**src/rtl/reaction_timer_multi_pkg.sv**
```systemverilog
// Shared types and constants for the reaction-time engine: FSM states, sseg glyphs,
// LFSR seed and a digit-wise BCD comparator.
package reaction_pkg;

  typedef enum logic [2:0] {IDLE, ARMED, GO, FALSE, RESULT, SUMMARY} state_e;

  localparam logic [3:0]  GLYPH_N    = 4'd10;
  localparam logic [3:0]  GLYPH_O    = 4'd11;
  localparam logic [3:0]  GLYPH_DASH = 4'd12;
  localparam logic [15:0] LFSR_SEED  = 16'hACE1;
  localparam logic [15:0] BCD_MAX    = 16'h9999;

  // Most significant differing digit decides; equal values are not "less".
  function automatic logic bcd_lt(input logic [15:0] a, input logic [15:0] b);
    for (int i = 3; i >= 0; i--) begin
      if (a[i*4 +: 4] != b[i*4 +: 4]) return (a[i*4 +: 4] < b[i*4 +: 4]);
    end
    return 1'b0;
  endfunction

endpackage

```
**src/rtl/reaction_timer_multi_bcd_counter4.sv**
```systemverilog
// Four-digit BCD up-counter with synchronous clear, holding at 9999 instead of wrapping.
module bcd_counter4
  import reaction_pkg::*;
(
  input  logic        clk,
  input  logic        reset,
  input  logic        clr_i,
  input  logic        inc_i,
  output logic [15:0] value_o,
  output logic        sat_o
);

  logic [15:0] val_q, val_d;

  assign value_o = val_q;
  assign sat_o   = (val_q == BCD_MAX);

  always_comb begin
    logic carry;
    val_d = val_q;
    carry = inc_i && !sat_o;
    for (int i = 0; i < 4; i++) begin
      if (carry) begin
        if (val_q[i*4 +: 4] == 4'd9) begin
          val_d[i*4 +: 4] = 4'd0;
        end else begin
          val_d[i*4 +: 4] = val_q[i*4 +: 4] + 4'd1;
          carry = 1'b0;
        end
      end
    end
    if (clr_i) val_d = '0;
  end

  always_ff @(posedge clk) begin
    if (reset) val_q <= '0;
    else       val_q <= val_d;
  end

endmodule

```
**src/rtl/reaction_timer_multi.sv**
```systemverilog
// Multi-round reaction-time engine: random pre-delay, GO lamp, BCD timer,
// false-start detection and best-of-session tracking, driving sseg glyph codes.
module reaction_timer_multi
  import reaction_pkg::*;
#(
  parameter int CLK_HZ          = 100_000_000,
  parameter int TICK_HZ         = 1000,
  parameter int MIN_DELAY_TICKS = 1000,
  parameter int DELAY_RAND_BITS = 12,
  parameter int NUM_ROUNDS      = 5
) (
  input  logic                                clk,
  input  logic                                reset,
  input  logic                                start_pulse,
  input  logic                                stop_pulse,
  output logic                                go_led,
  output logic [15:0]                         disp_code,
  output logic [15:0]                         best_bcd,
  output logic [$clog2(NUM_ROUNDS+1)-1:0]     round_idx,
  output logic                                false_start,
  output logic                                round_done,
  output logic                                session_done
);

  localparam int DIV = CLK_HZ / TICK_HZ;
  localparam int PW  = $clog2(DIV);
  localparam int DW  = $clog2(MIN_DELAY_TICKS + (1 << DELAY_RAND_BITS) + 1);
  localparam int RW  = $clog2(NUM_ROUNDS + 1);

  state_e          state_q, state_d;
  logic [15:0]     lfsr_q;
  logic [PW-1:0]   pre_q;
  logic [DW-1:0]   delay_q;
  logic [15:0]     best_q;
  logic [RW-1:0]   round_q;
  logic            round_done_q;
  logic            tick, load_delay, timer_clr, latch, clr_session;
  logic [15:0]     timer_val;
  logic            timer_sat;

  assign tick = ((state_q == ARMED) || (state_q == GO)) && (pre_q == PW'(DIV - 1));

  always_comb begin
    state_d     = state_q;
    load_delay  = 1'b0;
    timer_clr   = 1'b0;
    latch       = 1'b0;
    clr_session = 1'b0;
    case (state_q)
      IDLE:    if (start_pulse) begin state_d = ARMED; load_delay = 1'b1; end
      ARMED: begin
        // A response before GO always counts as a false start, even on the expiry tick.
        if (stop_pulse) state_d = FALSE;
        else if (tick && delay_q <= DW'(1)) begin state_d = GO; timer_clr = 1'b1; end
      end
      FALSE:   if (start_pulse) begin state_d = ARMED; load_delay = 1'b1; end
      GO:      if (stop_pulse || timer_sat) begin state_d = RESULT; latch = 1'b1; end
      RESULT: begin
        if (start_pulse) begin
          if (round_q == RW'(NUM_ROUNDS)) state_d = SUMMARY;
          else begin state_d = ARMED; load_delay = 1'b1; end
        end
      end
      SUMMARY: if (start_pulse) begin state_d = IDLE; clr_session = 1'b1; end
      default: state_d = IDLE;
    endcase
  end

  always_ff @(posedge clk) begin
    if (reset) begin
      state_q      <= IDLE;
      lfsr_q       <= LFSR_SEED;
      pre_q        <= '0;
      delay_q      <= '0;
      best_q       <= BCD_MAX;
      round_q      <= '0;
      round_done_q <= 1'b0;
    end else begin
      state_q      <= state_d;
      lfsr_q       <= {lfsr_q[14:0], lfsr_q[15] ^ lfsr_q[13] ^ lfsr_q[12] ^ lfsr_q[10]};
      round_done_q <= latch;
      if (state_d != state_q)                        pre_q <= '0;
      else if (state_q == ARMED || state_q == GO)    pre_q <= tick ? '0 : pre_q + PW'(1);
      else                                           pre_q <= '0;
      if (load_delay)
        delay_q <= DW'(MIN_DELAY_TICKS) + DW'(lfsr_q[DELAY_RAND_BITS-1:0]);
      else if (state_q == ARMED && tick && !stop_pulse)
        delay_q <= delay_q - DW'(1);
      if (clr_session) begin
        round_q <= '0;
        best_q  <= BCD_MAX;
      end else if (latch) begin
        round_q <= round_q + RW'(1);
        if (bcd_lt(timer_val, best_q)) best_q <= timer_val;
      end
    end
  end

  // The timer only counts in GO, so it holds the latched time through RESULT.
  bcd_counter4 u_timer (
    .clk     (clk),
    .reset   (reset),
    .clr_i   (timer_clr),
    .inc_i   ((state_q == GO) && tick && !stop_pulse),
    .value_o (timer_val),
    .sat_o   (timer_sat)
  );

  always_comb begin
    disp_code = {GLYPH_DASH, GLYPH_N, GLYPH_O, GLYPH_DASH};
    case (state_q)
      ARMED, FALSE: disp_code = {4{GLYPH_DASH}};
      GO, RESULT:   disp_code = timer_val;
      SUMMARY:      disp_code = best_q;
      default:      disp_code = {GLYPH_DASH, GLYPH_N, GLYPH_O, GLYPH_DASH};
    endcase
  end

  assign go_led       = (state_q == GO);
  assign false_start  = (state_q == FALSE);
  assign session_done = (state_q == SUMMARY);
  assign round_done   = round_done_q;
  assign round_idx    = round_q;
  assign best_bcd     = best_q;

endmodule

```
**config.mk**
```make
export PLATFORM = sky130hd
export DESIGN_NAME = reaction_timer_multi
export DESIGN_NICKNAME = d
export VERILOG_FILES = /design/src/rtl/reaction_timer_multi_pkg.sv /design/src/rtl/reaction_timer_multi_bcd_counter4.sv /design/src/rtl/reaction_timer_multi.sv
export SDC_FILE = /design/constraint.sdc
export NUM_CORES = 1
export LEC_CHECK = 0
export ABC_CLOCK_PERIOD_IN_PS = 2500
export CAP_MARGIN = 20
export CORE_MARGIN = 2
export CORE_UTILIZATION = 45
export CTS_CLUSTER_DIAMETER = 30
export DETAILED_ROUTE_END_ITERATION = 10
export PLACE_DENSITY = 0.67
export SKIP_CTS_REPAIR_TIMING = 1
export SLEW_MARGIN = 20
export SYNTH_ARGS = -nofsm -noshare
export SYNTH_HDL_FRONTEND = slang
export SYNTH_SLANG_ARGS = --single-unit
```
**constraint.sdc**
```tcl
create_clock -name clk -period 2.5 [get_ports clk]
set_clock_uncertainty 0.2 [all_clocks]
set_input_delay 0.25 -clock clk [delete_from_list [all_inputs] [get_ports clk]]
set_output_delay 0.25 -clock clk [all_outputs]
set_load 0.02 [all_outputs]
```
==> out/results.ini, run 1 <==
[clock_network]
clock_path_buffers = 2
numCtsBuffers = 9
cts_tree = built
cts_htree_levels = 3
clockRootBuffer = clkbuf_8
cts_sinks = 85
clkLatencyLatePin_ps = 360
clkTransAtPathRegs_ps = 90

[layout]
drive_gt1_frac = 0.137
final_cells = 757
n_antenna_cell = 0
fin_nets = 643
areaGrowthSynthToFinish_pct = 20.6
finish.utilization = 0.558

[job]
cap_violations = 0

[logic_synthesis]
synth_area_leaders = dfxtp_1, ha_1, nor2_1
synth_top_area_share = 0.356
ys_async_sr_fraction = 0
yosys_warnings = 0
yosysSeqAreaShare = 0.356
yosys.area.top_type = dfxtp_1
synth_cell_types = 67
synth-seq-cells = 85
yosysMostFrequentCell = dfxtp_1
ys_top_cells_by_count = dfxtp_1, nor2_1, nand2_1
syn_nets = 582
syn_area_per_cell_um2 = 8.59
synth_edf_count = 0
post_synth_inst_count = 556
syn_area_um2 = 4770
synth_ff_type = dfxtp_1

[critical_path]
worst_r2r_startpoint = u_timer.value_o[1]
cp.required_ps = 2050
cp_max_fo = 8
cp_slowest_stage_delay_ps = 540
crit_top_cell = a21oi_1
start_kind = flip-flop
crit_path_top_delay_cell = clkdlybuf4s50_1
end_kind = output port
critPathKind = flip-flop to output port
critPathArrivalTime_ps = 1950
cp_cell_sequence = buf_4 -> or2_2 -> a21oi_1 -> a21oi_1 -> clkdlybuf4s50_1
cp-startpoint = state_q[2]

[timing]
relSlewSlack = 0.555
timing.final.ws_setup_ps = 100
fin_setup_tns_ps = 0
fmax_ghz = 0.417
setup_viol = 0
hold_viol = 0
drv_slew = 0
worst_pin_slew_ps = 663
fin_crit_sh = 0.960
rsz0062_at_grt = no
period_needed_ps = 2400

[die]
start_util = 0.462
die_y_um = 107
fp.dieArea_um2 = 11400
die_w_um = 107
core-area_um2 = 10300
pin_count = 43
num_rows = 37

[worst_hold_path]
hold_path.startpoint = lfsr_q[14]
min_path_type = flip-flop to flip-flop

[global_route]
first_global_vias = 3922
grtUsageTotal = 0.203
antenna_found_initial = 0
grt_pass1_wl_um = 18700
grt_overflow = 0
grt_max_degree = 30

[placement]
place.port_buffers = 42
dp_cells = 742
dp.final_hpwl_um = 8050
place_congestion = 0.832
post-place-ws_ps = 82.4

[detailed_routing]
drc = 0
routedWlPerCell_um = 14.7
drtIter0Drc = 249
via_count = 4121
ant_nets = 0
first_pass_iters = 4
viasPerCell = 5.44
routed_wl_um = 11100

[status]
status = finished clean

[pwr]
peakVddDrop_v = 0.000272
powerDensity_nw_per_um2 = 489
power.total_mw = 2.81
p_leak_nw = 2.25

[layer usage]
layer	routed length [µm]	up-vias	part of all wire	GRT usage
met5	0	-	0	0
met1	5550	1953	0.50	0.283
met3	409	12	0.037	0.0280
met4	160	0	0.014	0.0733
met2	4970	74	0.45	0.319
li1	-	2082	-	-
[cell usage in the layout (no fill, tap or decap), types with 16 or more instances in the layout]
cell type and n:
dfxtp_1 80, nor2_1 70, nand2_1 39, buf_4 33, a21oi_1 29, clkdlybuf4s50_1 27
inv_1 24, xor2_1 23, ha_1 22, mux2i_1 21, xnor2_1 16
[cells by family after synthesis]
kind of cell | synth area share
XOR/XNOR | 0.0716
flip-flops | 0.356
AND/OR/NAND/NOR | 0.268
AO/OA/AOI/OAI | 0.150
adder cells (fa/ha/maj) | 0.0577
buffers and inverters | 0.0501
multiplexers | 0.0464
[state kept, by name (all words and copies together), names as in the netlist]
name,cells
round_idx,3
round_done,1
lfsr_q,16
delay_q,13
u_timer.value_o,16
pre_q,17
state_q,3
best_bcd,16
[critical path: cells and delay by family, from the launching register on]
kind	cells	cell delay [ps]
AO/OA/AOI/OAI	2	190
buffers and inverters	2	720
AND/OR/NAND/NOR	1	300
flip-flops	1	370
[worst paths after layout]
check | to | slack (ps) | cells past startpoint
min reg2reg | lfsr_q[15] | 220 | 1
max reg2reg | u_timer.value_o[8] | 120 | 5
min | lfsr_q[15] | 220 | 1
max | disp_code[10] | 100 | 5
[report_power, final]
group / internal (mW) / switching [mW] / total, mW
registers: 1.40 / 0.0489 / 1.45
logic: 0.176 / 0.214 / 0.390
clock network: 0.460 / 0.515 / 0.975
total: 2.04 / 0.778 / 2.81
[cell type report]
cell class	instances	area, µm²
timing repair buffer	77	746
clock inverter	5	62.6
tap	136	170
fill	921	4570
multi-input combinational	420	2850
inverter	24	90.1
clock buffer	10	128
sequential	85	1710
[per-stage QoR]
| step | area [µm²] | hold slack, ps |
|---|---|---|
| after detailed placement | 5510 | 196 |
| after global routing | 5760 | 260 |
| after CTS | 5700 | 218 |
| after global placement | 5510 | 196 |
| after floorplan | 4780 | 189 |
| final | 5760 | 217 |
Note: power is estimated with default switching activity, not from simulation.
==> run 2: changes to the inputs <==
--- a/config.mk
+++ b/config.mk
@@ -11,7 +11,8 @@
 export CORE_UTILIZATION = 45
 export CTS_CLUSTER_DIAMETER = 30
 export DETAILED_ROUTE_END_ITERATION = 10
-export PLACE_DENSITY = 0.67
+export DONT_BUFFER_PORTS = 1
+export PLACE_DENSITY = 0.62
 export SKIP_CTS_REPAIR_TIMING = 1
 export SLEW_MARGIN = 20
 export SYNTH_ARGS = -nofsm -noshare
==> out/results.ini, run 2 (synthesis gave the netlist of run 1 again) <==
[status]
status = finished, violations left
violations = hold timing

[critical_path]
critPathKind = flip-flop to flip-flop
critPathArrivalTime_ps = 2520
cp.required_ps = 2600
r2r-end = best_bcd[9]
reg2reg_slack_ps = 70
cp_max_fo = 6
rr_worst_depth = 9
worst_r2r_startpoint = best_bcd[15]
start_kind = flip-flop
crit_path_end = best_bcd[9]
cp-startpoint = best_bcd[15]
end_kind = flip-flop

[global_route]
grtUsageTotal = 0.206
first_global_vias = 3870
grt_overflow = 0
antenna_found_initial = 0
grt_max_degree = 41
grt_pass1_wl_um = 18600

[die]
start_util = 0.462
num_rows = 37
fp.dieArea_um2 = 11400
core-area_um2 = 10300
die_y_um = 107
die_w_um = 107
pin_count = 43

[layout]
areaGrowthSynthToFinish_pct = 17.1
final_cell_mix = dfxtp_1, nor2_1, buf_4, nand2_1, a21oi_1
drive_gt1_frac = 0.180
top_register = pre_q
finish.utilization = 0.542
final_common_cell = dfxtp_1
fin_nets = 632
design_area_um2 = 5590
n_antenna_cell = 0
largest_register_ffs = 17
final_cells = 746

[timing]
relSlewSlack = 0.527
holdWs_ps = -18.2
fmax_ghz = 0.412
fin_crit_sh = 0.970
period_needed_ps = 2430
setup_viol = 0
timing.final.ws_setup_ps = 74.5
hold_viol = 2
worst_pin_slew_ps = 692
fin_setup_tns_ps = 0
drv_slew = 0

[detailed_routing]
drtIter0Drc = 357
via_count = 4129
first_pass_iters = 4
routed_wl_um = 11300
ant_nets = 0
viasPerCell = 5.53
drc = 0
routedWlPerCell_um = 15.2

[placement]
place_congestion = 0.904
place_area_um2 = 5250
dp.final_hpwl_um = 8090
place.port_buffers = 0
post-place-ws_ps = 64.6
dp_cells = 724

[clock_network]
cts_tree = built
clkTransAtPathRegs_ps = 90
numCtsBuffers = 9
clock_path_buffers = 2
clkLatencyLatePin_ps = 370
cts_sinks = 85
clockRootBuffer = clkbuf_8
cts_htree_levels = 3

[pwr]
power.share.switching = 0.267
p_switching_mw = 0.769
p_int_mw = 2.12
peakVddDrop_v = 0.000293
power.total_mw = 2.88
seqPwrFrac = 0.502
powerDensity_nw_per_um2 = 516
combPwrFrac = 0.126
p_leak_nw = 2.13
p_clk_frac = 0.372

[worst_hold_path]
min_path_type = input pin to flip-flop
holdPathStages = 4
hold_path.startpoint = start_pulse

[job]
cap_violations = 0

run 2: changes by cell type in the layout (fill, tap and decap cells not counted), moves of 2 or more:
cell,previous run,this run
a2111oi_0,3,1
a2111oi_1,0,2
buf_4,33,59
clkdlybuf4s50_1,27,0
clkinvlp_4,2,0
dfxtp_1,80,82
dlygate4sd3_1,0,3
dlymetal6s2s_1,15,0
run 2: power groups by stage:
| stage | combinational (mW) | clock [mW] | sequential [mW] |
|---|---|---|---|
| 6_report | 0.362 | 1.07 | 1.45 |
| 5_1_grt | 0.402 | 1.16 | 1.46 |
| 4_1_cts | 0.340 | 1.11 | 1.45 |
| 3_5_place_dp | 0.337 | 0 | 1.48 |
| 3_3_place_gp | 0.333 | 0 | 1.48 |
| 2_1_floorplan | 0.252 | 0 | 1.47 |
run 2: worst min-delay path by stage:
stage	end	slack, ps
global placement	state_q[0]	130
floorplan	lfsr_q[15]	190
detailed placement	state_q[2]	130
finish	state_q[0]	-20
global route	state_q[1]	20
CTS	delay_q[3]	-270
run 2: routing by layer:
| layer | vias to the layer above | wire length, µm | track usage | part of all wire |
|---|---|---|---|---|
| met2 | 86 | 5220 | 0.334 | 0.46 |
| met5 | - | 0 | 0 | 0 |
| li1 | 2067 | - | - | - |
| met4 | 0 | 192 | 0.0835 | 0.017 |
| met1 | 1961 | 5430 | 0.271 | 0.48 |
| met3 | 15 | 484 | 0.0340 | 0.043 |
run 2: area by class of cell:
| class | count | area (µm²) |
|---|---|---|
| Tap cell | 136 | 170 |
| Timing Repair Buffer | 66 | 549 |
| Clock inverter | 5 | 86.3 |
| Fill cell | 971 | 4730 |
| Inverter | 24 | 90.1 |
| Sequential cell | 85 | 1710 |
| Clock buffer | 10 | 128 |
| Multi-Input combinational cell | 420 | 2860 |
run 2: critical path, stage by stage, from the launching register on:
cell and delay (ps):
dfxtp_2 340, inv_1 50, ha_1 320, and3_1 200
a221oi_2 290, nor2_1 120, a311oi_4 330, buf_6 170
clkbuf_16 150, mux2i_1 180
